### config.mk
export PLATFORM = sky130hd
export DESIGN_NAME = vga_tile_renderer
export DESIGN_NICKNAME = d
export VERILOG_FILES = /design/src/rtl/vga_tile_renderer.sv
export SDC_FILE = /design/constraint.sdc
export NUM_CORES = 1
export LEC_CHECK = 0
export ABC_AREA = 1
export CAP_MARGIN = 20
export CELL_PAD_IN_SITES_DETAIL_PLACEMENT = 0
export CELL_PAD_IN_SITES_GLOBAL_PLACEMENT = 1
export CORE_MARGIN = 2
export CORE_UTILIZATION = 24
export DETAILED_ROUTE_END_ITERATION = 16
export HOLD_SLACK_MARGIN = 0.02
export PLACE_DENSITY_LB_ADDON = 0.25
export SYNTH_ARGS = -nofsm -noshare
export SYNTH_HDL_FRONTEND = slang
export SYNTH_SLANG_ARGS = --single-unit
### constraint.sdc
create_clock -name Clock -period 1.7 [get_ports Clock]
set_input_delay 0.425 -clock Clock [delete_from_list [all_inputs] [get_ports Clock]]
set_output_delay 0.425 -clock Clock [all_outputs]
set_load 0.03 [all_outputs]
### src/rtl/vga_tile_renderer.sv
// VGA timing generator and tile renderer for the snake display, with double-buffered snake/food state.
// Optional feature: define VGA_HEAD_COLOR_EN to draw piece 0 in C_HEAD (otherwise it uses C_SNAKE).

module vga_tile_renderer #(
    parameter int          H_ACTIVE   = 640,
    parameter int          H_FP       = 16,
    parameter int          H_PULSE    = 96,
    parameter int          H_BP       = 48,
    parameter int          V_ACTIVE   = 480,
    parameter int          V_FP       = 10,
    parameter int          V_PULSE    = 2,
    parameter int          V_BP       = 29,
    parameter logic        H_POL      = 1'b0,
    parameter logic        V_POL      = 1'b0,
    parameter int          BLOCK_W    = 40,
    parameter int          BLOCK_H    = 40,
    parameter int          X_BITS     = 4,
    parameter int          Y_BITS     = 4,
    parameter int          MAX_PIECES = 16,
    parameter logic [7:0]  C_EMPTY    = 8'h00,
    parameter logic [7:0]  C_WALL     = 8'hFF,
    parameter logic [7:0]  C_FOOD     = 8'hE0,
    parameter logic [7:0]  C_SNAKE    = 8'h1C,
`ifdef VGA_HEAD_COLOR_EN
    parameter logic [7:0]  C_HEAD     = 8'h03,
`endif
    localparam int         IDX_BITS   = $clog2(MAX_PIECES),
    localparam int         LEN_BITS   = IDX_BITS + 1
) (
    input  logic                Clock,
    input  logic                Reset_n,
    input  logic                PieceWrEn,
    input  logic [IDX_BITS-1:0] PieceWrIdx,
    input  logic [X_BITS-1:0]   PieceWrX,
    input  logic [Y_BITS-1:0]   PieceWrY,
    input  logic [LEN_BITS-1:0] Length,
    input  logic [X_BITS-1:0]   FoodX,
    input  logic [Y_BITS-1:0]   FoodY,
    input  logic                Commit,
    output logic                Pending,
    output logic                FrameStart,
    output logic [7:0]          RGB,
    output logic                HSync,
    output logic                VSync
);

    localparam int H_TOTAL = H_ACTIVE + H_FP + H_PULSE + H_BP;
    localparam int V_TOTAL = V_ACTIVE + V_FP + V_PULSE + V_BP;
    localparam int H_BITS  = $clog2(H_TOTAL);
    localparam int V_BITS  = $clog2(V_TOTAL);
    localparam int XS_BITS = $clog2(BLOCK_W);
    localparam int YS_BITS = $clog2(BLOCK_H);
    localparam int GRID_W  = H_ACTIVE / BLOCK_W;
    localparam int GRID_H  = V_ACTIVE / BLOCK_H;

    localparam logic [H_BITS-1:0]   H_LAST    = H_BITS'(H_TOTAL - 1);
    localparam logic [H_BITS-1:0]   H_ACT_END = H_BITS'(H_ACTIVE);
    localparam logic [H_BITS-1:0]   HS_START  = H_BITS'(H_ACTIVE + H_FP);
    localparam logic [H_BITS-1:0]   HS_END    = H_BITS'(H_ACTIVE + H_FP + H_PULSE);
    localparam logic [V_BITS-1:0]   V_LAST    = V_BITS'(V_TOTAL - 1);
    localparam logic [V_BITS-1:0]   V_ACT_END = V_BITS'(V_ACTIVE);
    localparam logic [V_BITS-1:0]   VS_START  = V_BITS'(V_ACTIVE + V_FP);
    localparam logic [V_BITS-1:0]   VS_END    = V_BITS'(V_ACTIVE + V_FP + V_PULSE);
    localparam logic [XS_BITS-1:0]  XS_LAST   = XS_BITS'(BLOCK_W - 1);
    localparam logic [YS_BITS-1:0]  YS_LAST   = YS_BITS'(BLOCK_H - 1);
    localparam logic [X_BITS-1:0]   X_MAX     = X_BITS'(GRID_W - 1);
    localparam logic [Y_BITS-1:0]   Y_MAX     = Y_BITS'(GRID_H - 1);
    localparam logic [LEN_BITS-1:0] LEN_MAX   = LEN_BITS'(MAX_PIECES);

`ifdef VGA_HEAD_COLOR_EN
    localparam logic [7:0] HEAD_COLOUR = C_HEAD;
`else
    localparam logic [7:0] HEAD_COLOUR = C_SNAKE;
`endif

    logic [H_BITS-1:0]   h_cnt_q, h_cnt_d;
    logic [V_BITS-1:0]   v_cnt_q, v_cnt_d;
    logic [XS_BITS-1:0]  x_sub_q, x_sub_d;
    logic [YS_BITS-1:0]  y_sub_q, y_sub_d;
    logic [X_BITS-1:0]   x_blk_q, x_blk_d;
    logic [Y_BITS-1:0]   y_blk_q, y_blk_d;

    logic                s1_active_q, s1_active_d;
    logic [X_BITS-1:0]   s1_x_q, s1_x_d;
    logic [Y_BITS-1:0]   s1_y_q, s1_y_d;
    logic                s1_hs_q, s1_hs_d;
    logic                s1_vs_q, s1_vs_d;

    logic [7:0]          rgb_q, rgb_d;
    logic                hsync_q, hsync_d;
    logic                vsync_q, vsync_d;

    logic                pending_q, pending_d;
    logic [X_BITS-1:0]   sh_x_q  [MAX_PIECES];
    logic [X_BITS-1:0]   sh_x_d  [MAX_PIECES];
    logic [Y_BITS-1:0]   sh_y_q  [MAX_PIECES];
    logic [Y_BITS-1:0]   sh_y_d  [MAX_PIECES];
    logic [X_BITS-1:0]   act_x_q [MAX_PIECES];
    logic [X_BITS-1:0]   act_x_d [MAX_PIECES];
    logic [Y_BITS-1:0]   act_y_q [MAX_PIECES];
    logic [Y_BITS-1:0]   act_y_d [MAX_PIECES];
    logic [LEN_BITS-1:0] act_len_q, act_len_d;
    logic [X_BITS-1:0]   food_x_q, food_x_d;
    logic [Y_BITS-1:0]   food_y_q, food_y_d;

    logic                swap_point;
    logic                is_wall, is_food, is_head, is_body;

    // Block indices follow the raster incrementally so no divider is needed.
    always_comb begin
        h_cnt_d = h_cnt_q;
        v_cnt_d = v_cnt_q;
        x_sub_d = x_sub_q;
        y_sub_d = y_sub_q;
        x_blk_d = x_blk_q;
        y_blk_d = y_blk_q;
        if (h_cnt_q == H_LAST) begin
            h_cnt_d = '0;
            x_sub_d = '0;
            x_blk_d = '0;
            if (v_cnt_q == V_LAST) begin
                v_cnt_d = '0;
                y_sub_d = '0;
                y_blk_d = '0;
            end else begin
                v_cnt_d = v_cnt_q + V_BITS'(1);
                if (y_sub_q == YS_LAST) begin
                    y_sub_d = '0;
                    y_blk_d = y_blk_q + Y_BITS'(1);
                end else begin
                    y_sub_d = y_sub_q + YS_BITS'(1);
                end
            end
        end else begin
            h_cnt_d = h_cnt_q + H_BITS'(1);
            if (x_sub_q == XS_LAST) begin
                x_sub_d = '0;
                x_blk_d = x_blk_q + X_BITS'(1);
            end else begin
                x_sub_d = x_sub_q + XS_BITS'(1);
            end
        end
    end

    always_comb begin
        s1_active_d = (h_cnt_q < H_ACT_END) && (v_cnt_q < V_ACT_END);
        s1_x_d      = x_blk_q;
        s1_y_d      = y_blk_q;
        s1_hs_d     = ((h_cnt_q >= HS_START) && (h_cnt_q < HS_END)) ? H_POL : ~H_POL;
        s1_vs_d     = ((v_cnt_q >= VS_START) && (v_cnt_q < VS_END)) ? V_POL : ~V_POL;
    end

    assign swap_point = (h_cnt_q == '0) && (v_cnt_q == V_ACT_END);

    // Shadow buffer is frozen while a swap is pending; the swap lands on the first blank line.
    always_comb begin
        pending_d = pending_q;
        sh_x_d    = sh_x_q;
        sh_y_d    = sh_y_q;
        act_x_d   = act_x_q;
        act_y_d   = act_y_q;
        act_len_d = act_len_q;
        food_x_d  = food_x_q;
        food_y_d  = food_y_q;
        if (PieceWrEn && !pending_q) begin
            sh_x_d[PieceWrIdx] = PieceWrX;
            sh_y_d[PieceWrIdx] = PieceWrY;
        end
        if (pending_q) begin
            if (swap_point) begin
                pending_d = 1'b0;
                act_x_d   = sh_x_q;
                act_y_d   = sh_y_q;
                act_len_d = (Length > LEN_MAX) ? LEN_MAX : Length;
                food_x_d  = FoodX;
                food_y_d  = FoodY;
            end
        end else if (Commit) begin
            pending_d = 1'b1;
        end
    end

    always_comb begin
        is_wall = (s1_x_q == '0) || (s1_x_q == X_MAX) || (s1_y_q == '0) || (s1_y_q == Y_MAX);
        is_food = (s1_x_q == food_x_q) && (s1_y_q == food_y_q);
        is_head = (act_len_q != '0) && (act_x_q[0] == s1_x_q) && (act_y_q[0] == s1_y_q);
        is_body = 1'b0;
        for (int i = 1; i < MAX_PIECES; i++) begin
            if ((LEN_BITS'(i) < act_len_q) && (act_x_q[i] == s1_x_q) && (act_y_q[i] == s1_y_q)) begin
                is_body = 1'b1;
            end
        end
        rgb_d = 8'h00;
        if (s1_active_q) begin
            if (is_wall)      rgb_d = C_WALL;
            else if (is_food) rgb_d = C_FOOD;
            else if (is_head) rgb_d = HEAD_COLOUR;
            else if (is_body) rgb_d = C_SNAKE;
            else              rgb_d = C_EMPTY;
        end
        hsync_d = s1_hs_q;
        vsync_d = s1_vs_q;
    end

    always_ff @(posedge Clock or negedge Reset_n) begin
        if (!Reset_n) begin
            h_cnt_q     <= '0;
            v_cnt_q     <= '0;
            x_sub_q     <= '0;
            y_sub_q     <= '0;
            x_blk_q     <= '0;
            y_blk_q     <= '0;
            s1_active_q <= 1'b0;
            s1_x_q      <= '0;
            s1_y_q      <= '0;
            s1_hs_q     <= ~H_POL;
            s1_vs_q     <= ~V_POL;
            rgb_q       <= 8'h00;
            hsync_q     <= ~H_POL;
            vsync_q     <= ~V_POL;
            pending_q   <= 1'b0;
            act_len_q   <= '0;
            food_x_q    <= '0;
            food_y_q    <= '0;
            for (int i = 0; i < MAX_PIECES; i++) begin
                sh_x_q[i]  <= '0;
                sh_y_q[i]  <= '0;
                act_x_q[i] <= '0;
                act_y_q[i] <= '0;
            end
        end else begin
            h_cnt_q     <= h_cnt_d;
            v_cnt_q     <= v_cnt_d;
            x_sub_q     <= x_sub_d;
            y_sub_q     <= y_sub_d;
            x_blk_q     <= x_blk_d;
            y_blk_q     <= y_blk_d;
            s1_active_q <= s1_active_d;
            s1_x_q      <= s1_x_d;
            s1_y_q      <= s1_y_d;
            s1_hs_q     <= s1_hs_d;
            s1_vs_q     <= s1_vs_d;
            rgb_q       <= rgb_d;
            hsync_q     <= hsync_d;
            vsync_q     <= vsync_d;
            pending_q   <= pending_d;
            act_len_q   <= act_len_d;
            food_x_q    <= food_x_d;
            food_y_q    <= food_y_d;
            sh_x_q      <= sh_x_d;
            sh_y_q      <= sh_y_d;
            act_x_q     <= act_x_d;
            act_y_q     <= act_y_d;
        end
    end

    assign Pending    = pending_q;
    assign FrameStart = swap_point && pending_q;
    assign RGB        = rgb_q;
    assign HSync      = hsync_q;
    assign VSync      = vsync_q;

endmodule

==> results of run 1 <==
==> power groups by stage <==
stage / Combinational (uW) / Sequential, uW / Clock, uW
finish: 484 / 7830 / 8470
global route: 543 / 7830 / 9010
CTS: 509 / 7820 / 8720
detailed placement: 506 / 7960 / 0
global placement: 505 / 7960 / 0
floorplan: 65.2 / 7960 / 0
==> critical path: stages (launching register included) <==
cell     delay, ns
dfrtp_1       0.40
inv_2         0.08
ha_4          0.12
nand4_1       0.13
nor3_4        0.18
nand2_4       0.10
inv_8         0.08
buf_6         0.12
==> state kept, by name (all words and copies together), names as in the netlist <==
register,cells
act_x_q,64
act_y_q,64
sh_x_q,64
sh_y_q,64
h_cnt_q,10
v_cnt_q,10
x_sub_q,6
y_sub_q,6
act_len_q,5
food_x_q,4
food_y_q,4
s1_x_d,4
s1_x_q,4
s1_y_d,4
s1_y_q,4
RGB,3
HSync,1
Pending,1
VSync,1
hsync_d,1
s1_active_q,1
s1_vs_q,1
==> metrics by stage <==
stage	power (uW)	std cells	area [um2]
6_report	16790	2858	21410
3_5_place_dp	8468	2709	17820
5_1_grt	17380	2858	21410
2_1_floorplan	8025	1736	14970
4_1_cts	17050	2836	20350
3_3_place_gp	8467	2709	17820
==> cells by family after synthesis <==
logic type	count (synthesis)
buffers and inverters	211
AOI/OAI and AO/OA	230
DFF	326
and+or+nand+nor	872
adders and majority gates	8
xor gates and xnor gates	89
==> final timing paths <==
kind / start / end / slack (ns) / depth (start not counted)
hold / removal: s1_vs_q / VSync / 0.36 / 0
setup reg to reg: h_cnt_q[1] / act_len_q[4] / -0.25 / 11
hold reg to reg: s1_vs_q / VSync / 0.36 / 0
max in group asynchronous: Reset_n / food_x_q[3] / 0.67 / 3
setup / recovery: h_cnt_q[1] / FrameStart / -0.48 / 7
min in group asynchronous: Reset_n / sh_y_q[53] / 0.37 / 2
==> final cells by class <==
class                           instances  area (um2)
Clock buffer                           60        1187
Clock inverter                          7       85.08
Inverter                              132       514.2
Multi-Input combinational cell       1199        6625
Sequential cell                       326        8170
Timing Repair Buffer                  297        3785
Fill cell                            6426       40300
Tap cell                              837        1047
==> Yosys cell counts <==
cell / n
buf_2: 24
o22ai_1: 5
xor2_1: 21
clkbuf_1: 28
o211a_1: 1
nand4_1: 17
a31oi_1: 1
nand3_1: 40
nand2_1: 615
o21ai_2: 19
o31ai_1: 2
buf_6: 1
dfstp_2: 4
and3_1: 1
nor2_1: 91
inv_1: 127
clkinv_2: 1
nor2_2: 4
xnor2_1: 68
a22o_1: 1
buf_4: 15
buf_8: 10
or2_2: 9
clkinv_1: 2
inv_2: 2
nor3b_1: 1
a211oi_1: 1
buf_1: 1
o311ai_0: 1
nor3_2: 2
nand2_2: 74
nor4_1: 2
a21oi_1: 20
ha_1: 8
nor3_1: 13
nand4_4: 1
nor4_2: 1
nand3_2: 1
a32o_1: 1
a2111oi_0: 1
o21ai_1: 3
o21ai_0: 174
dfrtp_1: 322
==> per-layer routing <==
layer | vias to the layer above | track usage
met5 | - | 0
met4 | 0 | 0.04050
met3 | 53 | 0.02182
met2 | 177 | 0.2599
met1 | 5964 | 0.2148
li1 | 5974 | -
==> repair_timing <==
item,CTS,global route
hold buffers,1,0
endpoints found under the hold margin,17,0
resized for setup,152,281
buffers inserted,42,27
gates cloned,20,11
endpoints found under the setup margin,162,172
pin swaps,18,39
==> results.toml, run 1 <==
[status]
status = "finished, violations left"
violations = "setup timing"

[clocking]
clk_pin_slew_worst_paths_ns = 0.06
cts_tree = "built"
root_buffer = "clkbuf_16"
clock_path_buffers = 3
cts_max_level = 2
cts_sinks = 326
numCtsBuffers = 40
clk_latency_ns = 0.56

[sta]
fin_crit_ns = 2.175
clock.fmax_ghz = 0.4597
drv_slew = 0
rsz0062_at_grt = "true"
setup_slack_ns = -0.4753
timing.hold.ws_ns = 0.3567
tightest_slew_ns = 0.4592
post-route-period-util = 1.280
finClkSkew_ns = 0.01879
hold_violations = 0
setup_tns_ns = -16.99
finalSetupViolations = 146
slew_headroom = 0.6900

[floorplan]
dieArea_um2 = 64330
initial_utilization = 0.2424
io_pins = 41
core_um2 = 61710
die_h_um = 253.6
placement_rows = 91
dieWidth_um = 253.6

[setup_path]
cp_max_fo = 2
crit_arrival_ns = 1.75
critPathLaunchType = "flip-flop"
cp.required_ns = 1.27
cp-end-kind = "primary output"
crit_type = "reg2out"

[logic_synthesis]
synthCells = 1736
yosys_warnings = 0
synth_area_um2 = 14960
synth_xor_area_frac = 0.05212
synth-simple-area-share = 0.2444
synth_fp_nets = 1773
synth_top_family_by_area = "simple AND/OR/NAND/NOR gates"
ys_ff_latch = 326
yosysSeqAreaShare = 0.5458
synth_fa_ha_area_frac = 0.006692
synth-compound-area-share = 0.08416
yosysTopAreaCell = "dfrtp_1"
ys_types = 43
synth_top_area_share = 0.5387
synth.avg_cell_area_um2 = 8.616
synth.area.top_cells = "dfrtp_1 (54%), nand2_1 (15%), o21ai_0 (5.8%)"
yosys-mux-area-fraction = 0

[power]
share_seq_of_total_power = 0.466
leakage_uw = 0.01085
switchingPower_uw = 3732
intPower_uw = 13060
swShare = 0.2223
clkPwrFrac = 0.505
power_frac_comb = 0.029
max-vdd-ir-drop_mv = 0.5680
powerDensity_nw_per_um2 = 783.9

[routing]
remaining_drc_errors = 0
vias_per_cell = 4.258
vias = 12170
top_layer = "met4"
drt_first_pass_iters = 5
avgRoutedWirePerCell_um = 17.78
wl_met1_um = 23840
met3_length_um = 1718
ant_nets = 0
drt_iter0_markers = 790
wl_um = 50820
dr_wl_met2_um = 24340

[placed_design]
gp_congestion = 0.7880
hpwl_um = 30650
io_buffers = 40
place_ws_ns = -0.2683

[global_route]
groute.usage.overall = 0.1568
antenna_found_initial = 1
overflow = 0
grt_pass1_vias = 12110
grt_first_pass_wirelength_um = 75510
grt_max_degree = 60

[finish]
diodes = 0
area_growth_pct = 43.17
final_common_cell = "nand2_1"
drive_above_1_share = 0.2994
fin_util = 0.3470
most-common-layout-cells = "nand2_1 (540), dfrtp_1 (316), o21ai_0 (140)"
nets = 2033

[hold_path]
hold_path_class = "reg2reg"

[flow_run]
drv_cap = 0
Power figures use the tool's default switching activity.
==> inputs of run 2 (changes only) <==
--- a/config.mk
+++ b/config.mk
@@ -14,6 +14,7 @@
 export DETAILED_ROUTE_END_ITERATION = 16
 export HOLD_SLACK_MARGIN = 0.02
 export PLACE_DENSITY_LB_ADDON = 0.25
+export SLEW_MARGIN = 10
 export SYNTH_ARGS = -nofsm -noshare
 export SYNTH_HDL_FRONTEND = slang
 export SYNTH_SLANG_ARGS = --single-unit
==> results of run 2 <==
No change in the layout: final DEF, timing and power equal those of run 1.
==> inputs of run 3 (changes only) <==
--- a/config.mk
+++ b/config.mk
@@ -12,9 +12,11 @@
 export CORE_MARGIN = 2
 export CORE_UTILIZATION = 24
 export DETAILED_ROUTE_END_ITERATION = 16
+export GPL_ROUTABILITY_DRIVEN = 0
 export HOLD_SLACK_MARGIN = 0.02
 export PLACE_DENSITY_LB_ADDON = 0.25
 export SLEW_MARGIN = 10
 export SYNTH_ARGS = -nofsm -noshare
 export SYNTH_HDL_FRONTEND = slang
 export SYNTH_SLANG_ARGS = --single-unit
+export TNS_END_PERCENT = 10
==> results.toml, run 3 (synthesized netlist as in run 1, its figures left out) <==
[setup_path]
cp-end-kind = "primary output"
crit_type = "reg2out"
cp_max_fo = 2
path_delay_family = "simple AND/OR/NAND/NOR gates"
r2r-start = "v_cnt_q[1]"
cp_num_cells = 7
r2r_cells = 11
cp_slowest_cell = "dfrtp_1"
cp.required_ns = 1.27
regToRegEndpoint = "act_len_q[4]"
critPathLaunch = "v_cnt_q[1]"
path_cells = "inv_2, ha_4, nand3_2, nor3_4, nand2_4, inv_8, buf_6"
critPathLaunchType = "flip-flop"
critPathBufInv = 3
endpoint = "FrameStart"
crit_arrival_ns = 1.75
r2r_slack_ns = -0.24
cpPeakStageDelay_ns = 0.38

[clocking]
clk_pin_slew_worst_paths_ns = 0.05
cts_max_level = 2
root_buffer = "clkbuf_16"
cts_sinks = 326
clock_path_buffers = 3
numCtsBuffers = 40
cts_tree = "built"
clk_latency_ns = 0.56

[routing]
drt_first_pass_iters = 5
vias_per_cell = 4.188
remaining_drc_errors = 0
avgRoutedWirePerCell_um = 16.95
vias = 11780
wl_um = 47670
drt_iter0_markers = 749
ant_nets = 0

[floorplan]
dieArea_um2 = 64330
core_um2 = 61710
placement_rows = 91
io_pins = 41
dieWidth_um = 253.6
initial_utilization = 0.2424
die_h_um = 253.6

[global_route]
top_usage_layer = "met2"
grt_util_met2 = 0.2474
overflow = 0
groute.usage.overall = 0.1493
met3_usage = 0.02130
grt_pass1_vias = 11820
grt_max_degree = 60
grt_first_pass_wirelength_um = 72510
antenna_found_initial = 1
use_met1 = 0.2038

[finish]
fillers = 6515
diodes = 0
area_growth_pct = 34.04
register_area_um2 = 8164
drive_above_1_share = 0.2425
final_common_cell = "nand2_1"
nets = 1987
most-common-layout-cells = "nand2_1 (580), dfrtp_1 (321), o21ai_0 (147)"
multi_input_area_um2 = 6150
final_area_um2 = 20050

[placed_design]
io_buffers = 40
post_dp_cell_area_um2 = 17820
hpwl_um = 30650

[power]
powerDensity_nw_per_um2 = 835.8
max-vdd-ir-drop_mv = 0.5650
leakage_uw = 0.009862

[sta]
finClkSkew_ns = 0.01698
rsz0062_at_grt = "true"
post-route-period-util = 1.278
setup_tns_ns = -11.77
tightest_slew_ns = 0.5269
slew_headroom = 0.6450
finalSetupViolations = 141
drv_slew = 0
timing.hold.ws_ns = 0.3593
setup_slack_ns = -0.4732
fin_crit_ns = 2.173
clock.fmax_ghz = 0.4602
hold_violations = 0

[status]
violations = "setup timing"
status = "finished, violations left"

[hold_path]
hold_path_class = "reg2reg"

[flow_run]
drv_cap = 0
==> run 3: cell count changes in the layout (fill, tap and decap cells not counted), sizes merged <==
cell / previous run / this run
clkinv: 6 / 7
clkbuf: 69 / 67
clkdlybuf4s15: 2 / 4
clkinvlp: 1 / 0
buf: 258 / 212
==> run 3: how the worst min path moves through the flow <==
stage | from | endpoint | slack (ns) | depth (start not counted)
after floorplan | Reset_n | Pending | 0.13 | 0
after global placement | s1_vs_q | VSync | 0.35 | 0
after detailed placement | hsync_d | HSync | 0.35 | 0
after CTS | Reset_n | sh_y_q[53] | 0.35 | 2
after global routing | s1_vs_q | VSync | 0.36 | 0
final | s1_vs_q | VSync | 0.36 | 0
==> run 3: stage by stage <==
step	util	cells	setup WS, ns	total power, uW
after detailed placement	0.2888	2709	-0.2683	8468
after CTS	0.3154	2798	-0.5473	17050
after global routing	0.3249	2812	-0.6050	17370
final	0.3249	2812	-0.4732	16760
after global placement	0.2888	2709	-0.2735	8467
after floorplan	-	1736	-0.02396	8025
==> run 3: metal layers <==
metal,vias up,routed length (um),part of all wire
met5,-,0,0
met4,0,913,0.019
met3,61,1515,0.032
met2,149,22400,0.47
met1,5692,22850,0.48
li1,5876,-,-
==> run 3: power breakdown <==
part	switching [uW]	internal (uW)
combinational	316	166
clock	3360	5090
sequential	25.9	7800
total	3700	13100
==> run 3: final cells by class <==
type,instances,area share
tap,837,0.05224
timing repair buffer,251,0.1452
clock buffer,60,0.05923
multi-input combinational,1199,0.3067
clock inverter,7,0.004244
inverter,132,0.02509
sequential,326,0.4072
==> run 3: repair_timing <==
| item | CTS | global route |
|---|---|---|
| pin swaps | 4 | 3 |
| hold endpoints to repair | 17 | 0 |
| cloned | 4 | 9 |
| buffers inserted | 17 | 7 |
| resized for setup | 87 | 124 |
| hold buffers | 1 | 0 |
| endpoints found under the setup margin | 162 | 181 |
